### config.mk
export PLATFORM = sky130hd
export DESIGN_NAME = sr_latch_clocked
export DESIGN_NICKNAME = d
export VERILOG_FILES = /design/src/rtl/sr_latch_clocked.sv
export SDC_FILE = /design/constraint.sdc
export NUM_CORES = 1
export LEC_CHECK = 0
export BUFFER_PORTS_ARGS = -buffer_cell sky130_fd_sc_hd__buf_2
export CORE_AREA = 2 2 39 41
export CTS_CLUSTER_SIZE = 25
export DETAILED_ROUTE_END_ITERATION = 10
export DIE_AREA = 0 0 41 43
export GPL_TIMING_DRIVEN = 0
export SLEW_MARGIN = 10
export SYNTH_ARGS = -nofsm -noshare
export SYNTH_HDL_FRONTEND = slang
export SYNTH_HIERARCHICAL = 1
export SYNTH_SLANG_ARGS = --single-unit
### constraint.sdc
create_clock -name clk -period 0.9 [get_ports clk]
set_clock_uncertainty 0.2 [all_clocks]
set_input_delay 0.18 -clock clk [delete_from_list [all_inputs] [get_ports clk]]
set_output_delay 0.18 -clock clk [all_outputs]
set_load 0.03 [all_outputs]
### src/rtl/sr_latch_clocked.sv
// Bank of WIDTH independent clocked SR cells with NOR-latch output semantics.
// Each cell holds CLEAR/SET/INVALID; the forbidden S+R request parks the cell in INVALID.

module sr_latch_cell (
   input  logic clk,
   input  logic rst,
   input  logic set,
   input  logic reset,
   output logic q,
   output logic q_not,
   output logic invalid,
   output logic invalid_nxt
);

   typedef enum logic [1:0] {
      CLEAR   = 2'b00,
      SET     = 2'b01,
      INVALID = 2'b10
   } state_t;

   state_t r_state;
   state_t w_state_nxt;

   always_ff @(posedge clk or posedge rst) begin
      if (rst) r_state <= CLEAR;
      else     r_state <= w_state_nxt;
   end

   // 0,0 holds any state, so INVALID persists until an explicit set or clear
   always_comb begin
      w_state_nxt = r_state;
      case ({set, reset})
         2'b01:   w_state_nxt = CLEAR;
         2'b10:   w_state_nxt = SET;
         2'b11:   w_state_nxt = INVALID;
         default: w_state_nxt = r_state;
      endcase
   end

   assign q           = (r_state == SET);
   assign q_not       = (r_state == CLEAR);
   assign invalid     = (r_state == INVALID);
   assign invalid_nxt = (w_state_nxt == INVALID);

endmodule

module sr_latch_clocked #(
   parameter int WIDTH = 1
) (
   input  logic             clk,
   input  logic             rst,
   input  logic [WIDTH-1:0] set,
   input  logic [WIDTH-1:0] reset,
   output logic [WIDTH-1:0] q,
   output logic [WIDTH-1:0] q_not,
   output logic [WIDTH-1:0] invalid,
   output logic             invalid_any
);

   logic [WIDTH-1:0] w_invalid_nxt;
   logic             r_invalid_any;

   sr_latch_cell u_cell [WIDTH-1:0] (
      .clk         (clk),
      .rst         (rst),
      .set         (set),
      .reset       (reset),
      .q           (q),
      .q_not       (q_not),
      .invalid     (invalid),
      .invalid_nxt (w_invalid_nxt)
   );

   // Registered from next-state so it updates on the same edge as the cells
   always_ff @(posedge clk or posedge rst) begin
      if (rst) r_invalid_any <= 1'b0;
      else     r_invalid_any <= |w_invalid_nxt;
   end

   assign invalid_any = r_invalid_any;

endmodule

==> results by group, run 1 <==
Global route
  – Global-route wire length before repair: 545 um
  – Vias in the first global route: 159
  – Gr usage total: 5.83%
  – Initial antenna violation count: 0
  – Grt ovf: 0
  – Largest net degree at the start of global routing: 5

Critical path
  – FF-to-FF setup slack: -0.28 ns
  – Worst reg2reg path endpoint: invalid_any
  – CP Class: reg -> out
  – Crit path capture type: output port
  – Setup crit start: u_cell[0]/r_state[1]
  – Critical path endpoint: invalid
  – Critical Path AT: 0.95 ns
  – CP Launch Type: flop
  – Depth of the most critical reg-to-reg path: 3
  – Worst EP required: 0.52 ns
  – RR Startpoint: u_cell[0]/r_state[0]
  – Largest fanout on the critical path: 4

Yosys
  – Post-synth top area cell: dfrtp_1
  – Ranking of synthesized cells by area: dfrtp_1 (56%), nor2b_1 (9.3%), o31ai_2 (9.3%), nor2_1 (8.4%), inv_1 (5.6%)
  – Syn_area_per_cell: 9.56 um2
  – Synthesized cell area: 134 um2
  – Post-synth top area share: 56.1%
  – Post-Syn Instances: 14
  – Register area share after synthesis: 56.1%
  – Register bit total from synthesis: 3
  – Syn Nets: 18
  – Yosys warning count: 6
  – Distinct cells, synth: 8

STA
  – Crit path time final: 1.33 ns
  – RSZ-0062 raised after global routing: yes
  – Fin crit share: 148%
  – Maximum clock rate: 0.752 GHz
  – Hold_ws: -0.0785 ns
  – Setup TNS: -2.11 ns
  – Rel. slew slack: 90.2%
  – # setup viols final: 7
  – Pins Over Slew Limit: 0
  – Final worst slack: -0.429 ns
  – Slew @ Worst Pin: 0.147 ns
  – Final Hold Viols: 3

Power
  – Leak pwr: 0.000152 uW
  – Overall power: 532 uW
  – Power density over the cells: 1660 nW/um2
  – Peak supply drop: 0.381 mV

Cells and area
  – Diode count: 0
  – Filler Cell Count: 160
  – FF+latch area: 77.6 um2
  – Share of layout cells above drive strength 1: 72.4%
  – Total Nets Final: 34
  – Syn-to-layout area delta: 139%
  – Area occupied by multi-input gates: 92.6 um2

Detailed routing
  – Vias per inst: 3.18
  – Remaining DRCs: 0
  – DR iter-0 viols: 0
  – Post-route ant nets: 0
  – Via count: 143
  – Final WL: 302 um
  – First-pass detailed-route iteration total: 1
  – Mean routed wirelength per cell: 6.71 um

Floorplanning
  – DIE AREA: 1760 um2
  – Core area: 1380 um2
  – Chip Height: 43 um
  – Row Count: 14
  – I/O pins: 8
  – Overall die width: 41 um
  – Initial core utilization: 9.67%

Clock network
  – Clock buffer depth: 2
  – CTS Buf Count: 3
  – Clock Latency Late Sink: 0.23 ns
  – CTS tree: built
  – CTS root buf: clkbuf_4
  – CTS H-tree depth: 1
  – Hold-fix buffers, CTS: 1
  – Clk sinks: 3
  – Clock slew seen by the registers of the worst setup and hold paths: 0.04 ns

Run status
  – Status: complete, but fails checks
  – Failing checks: hold timing, setup timing

Placement
  – RePlAce Congestion: 0.565
  – Port Buffer Count: 7

Hold path
  – HP Class: in -> reg

Flow run
  – Max Cap Viol: 0
==> placed cells by master (no fill, tap or decap), drive strengths merged <==
cell type / count
dfrtp: 3
nor2: 3
o21ai: 1
dlygate4sd3: 1
inv: 2
nand2: 1
nand2b: 1
buf: 10
o31ai: 1
clkbuf: 4
nor2b: 2
==> final cells by class <==
cell class | instances | share of cell area (%)
flip-flops and latches | 3 | 24.2
well taps | 16 | 6.25
multi-input cells | 9 | 28.9
inverters | 2 | 2.34
clock buffers | 4 | 8.20
repair buffers | 11 | 30.1
==> flip-flops by register name, indices dropped and copies added, names as in the netlist <==
register	cells
u_cell/r_state	2
invalid_any	1
==> metal layers <==
| layer | global-route usage, % | up-vias | wire length [um] |
|---|---|---|---|
| met2 | 6.25 | 6 | 147 |
| met4 | 12.0 | 0 | 23 |
| met5 | 0 | - | 0 |
| met1 | 4.52 | 63 | 111 |
| li1 | - | 72 | - |
| met3 | 3.14 | 2 | 20 |
==> kinds of logic after synthesis <==
family | share of synthesized area (%)
AND/OR/NAND/NOR | 25.2
flip-flops | 56.1
AO/OA/AOI/OAI | 13.1
buffers and inverters | 5.61
==> cells in the mapped netlist (all sizes together) <==
cell,instances
o31ai,1
nand2b,1
inv,2
nor2b,2
o21ai,1
nand2,1
nor2,3
dfrtp,3
==> where the power goes <==
group          internal (uW)  switching, uW
clock network            166           73.5
logic                   69.8           61.4
registers                146           14.3
total                    383            149
==> worst max-delay path, stage by stage, from the launching register on <==
cell and delay (ns):
dfrtp_2 0.44, nor2b_4 0.14, buf_6 0.13
==> metrics by stage <==
stage | utilization, % | cells | cell area (um2) | setup WS [ns] | hold WS [ns]
floorplan | - | 14 | 159 | -0.161 | -0.291
global placement | 15.5 | 37 | 214 | -0.257 | -0.176
detailed placement | 15.5 | 37 | 214 | -0.259 | -0.172
CTS | 21.2 | 44 | 294 | -0.447 | -0.0893
global route | 23.1 | 45 | 320 | -0.465 | -0.0773
finish | 23.1 | 45 | 320 | -0.429 | -0.0785
==> what timing repair did <==
action | 4_1_cts | 5_1_grt
resized for setup | 10 | 3
setup buffers | 2 | 1
hold endpoints to repair | 6 | 2
pin swaps | 1 | 0
setup endpoints to repair | 7 | 7
==> how the worst min path moves through the flow <==
stage | to | slack (ns) | from | cells after the start
2_1_floorplan | invalid_any | -0.29 | rst | 1
3_3_place_gp | invalid_any | -0.18 | rst | 2
3_5_place_dp | invalid_any | -0.17 | rst | 2
4_1_cts | u_cell[0]/r_state[0] | -0.09 | reset | 2
5_1_grt | u_cell[0]/r_state[0] | -0.08 | reset | 2
6_report | u_cell[0]/r_state[0] | -0.08 | reset | 2
Note: power is estimated with default switching activity, not from simulation.
==> run 2, diff against run 1 <==
Settings changed: BUFFER_PORTS_ARGS -buffer_cell sky130_fd_sc_hd__buf_2 to unset, DONT_BUFFER_PORTS set to 1.
==> results by group, run 2 (synthesis gave the netlist of run 1 again) <==
Clock network
  – Clock buffer depth: 2
  – Hold-fix buffers, CTS: 2
  – CTS Buf Count: 3
  – CTS tree: built
  – Clock slew seen by the registers of the worst setup and hold paths: 0.04 ns
  – Clk sinks: 3
  – CTS H-tree depth: 1
  – Clock Latency Late Sink: 0.23 ns
  – CTS root buf: clkbuf_4

Power
  – Peak supply drop: 0.288 mV
  – Power density over the cells: 1820 nW/um2
  – Flop pwr share: 33.9%
  – Clock power frac: 48.2%
  – Switch Pwr: 138 uW
  – Internal power: 357 uW
  – Net Sw Frac: 27.9%
  – Overall power: 495 uW
  – Comb power frac: 17.9%
  – Leak pwr: 0.000128 uW

STA
  – RSZ-0062 raised after global routing: yes
  – Hold_ws: -0.173 ns
  – Fin crit share: 145%
  – Crit path time final: 1.30 ns
  – # setup viols final: 7
  – Final Hold Viols: 3
  – Pins Over Slew Limit: 0
  – Slew @ Worst Pin: 0.211 ns
  – Rel. slew slack: 85.9%
  – Maximum clock rate: 0.768 GHz
  – Final worst slack: -0.403 ns

Detailed routing
  – Remaining DRCs: 0
  – Via count: 121
  – First-pass detailed-route iteration total: 1
  – Mean routed wirelength per cell: 7.54 um
  – Final WL: 294 um
  – Post-route ant nets: 0
  – Vias per inst: 3.10
  – DR iter-0 viols: 0

Critical path
  – Critical Path AT: 0.92 ns
  – Largest fanout on the critical path: 4
  – Family with the most delay on the worst path: flip-flops
  – Worst EP required: 0.52 ns
  – Slowest CP cell: dfrtp_2
  – Critical path buffers and inverters: 0
  – CP Class: reg -> out
  – Slowest Stage Delay on Critical Path: 0.42 ns
  – CP Launch Type: flop
  – CP cell instances: nor2b_4
  – Crit path capture type: output port

Cells and area
  – Largest Register: u_cell/r_state
  – Final cell count without fillers: 39
  – Diode count: 0
  – Area occupied by multi-input gates: 90.1 um2
  – Share of layout cells above drive strength 1: 60.9%
  – Commonest cells after routing, fill and taps aside: clkbuf_4 (3), dfrtp_2 (3)
  – Total Nets Final: 28
  – Syn-to-layout area delta: 103%
  – Filler Cell Count: 162
  – Post-route cell area: 272 um2
  – Max reg flops: 2
  – FF+latch area: 78.8 um2

Floorplanning
  – Overall die width: 41 um
  – Row Count: 14
  – I/O pins: 8
  – Chip Height: 43 um
  – Initial core utilization: 9.67%
  – DIE AREA: 1760 um2
  – Core area: 1380 um2

Placement
  – Post-DP Area: 179 um2
  – RePlAce Congestion: 0.582
  – Port Buffer Count: 0
  – DP Wirelength: 222 um
  – Placed Cells: 30

Global route
  – Initial antenna violation count: 0
  – Gr usage total: 5.64%
  – Grt ovf: 0
  – Vias in the first global route: 134
  – Largest net degree at the start of global routing: 5
  – Global-route wire length before repair: 517 um

Flow run
  – Max Cap Viol: 0

Run status
  – Status: complete, but fails checks
  – Failing checks: hold timing, setup timing

Hold path
  – HP Class: in -> reg
run 2: cell count changes in the layout (fill, tap and decap cells not counted), sizes merged:
cell / before / now
buf: 10 / 3
dlymetal6s4s: 0 / 1
run 2: per-stage QoR:
stage / utilization, % / setup WS [ns] / setup TNS [ns]
after floorplan: - / -0.161 / -0.494
after global placement: 12.9 / -0.192 / -0.682
after detailed placement: 12.9 / -0.195 / -0.692
after CTS: 17.2 / -0.427 / -1.98
after global routing: 19.6 / -0.448 / -2.29
final: 19.6 / -0.403 / -2.02
run 2: area by class of cell:
cell class / instances / share of cell area [%]
sequential: 3 / 29.0
tap: 16 / 7.37
inverter: 2 / 2.76
timing repair buffer: 5 / 18.0
clock buffer: 4 / 9.68
multi-input combinational: 9 / 33.2
run 2: power groups by stage:
stage | logic (uW) | clock network (uW) | registers, uW
2_1_floorplan | 50.8 | 0 | 168
3_3_place_gp | 53.1 | 0 | 171
3_5_place_dp | 53.3 | 0 | 171
4_1_cts | 70.2 | 253 | 169
5_1_grt | 94.7 | 276 | 169
6_report | 88.6 | 238 | 168
run 2: worst paths after layout:
| path | cells after the start | to | slack, ns | from |
|---|---|---|---|---|
| max in group asynchronous | 2 | u_cell[0]/r_state[1] | 0.32 | rst |
| min in group asynchronous | 2 | invalid_any | 0.05 | rst |
| min reg2reg | 3 | invalid_any | 0.54 | u_cell[0]/r_state[0] |
| max | 1 | invalid | -0.40 | u_cell[0]/r_state[1] |
| max reg2reg | 3 | invalid_any | -0.28 | u_cell[0]/r_state[0] |
| min | 1 | invalid_any | -0.17 | set |
run 2: what timing repair did:
action / CTS / global route
resized for setup: 3 / 3
endpoints found under the hold margin: 6 / 3
pin swaps: 1 / 0
endpoints found under the setup margin: 7 / 7
setup buffers: 1 / 2
run 2: metal layers:
metal / track usage [%] / part of all wire (%) / up-vias
met5: 0 / 0 / -
met2: 5.63 / 51 / 7
met3: 5.76 / 9.9 / 2
met1: 3.90 / 34 / 52
met4: 10.0 / 5.4 / 0
li1: - / - / 60
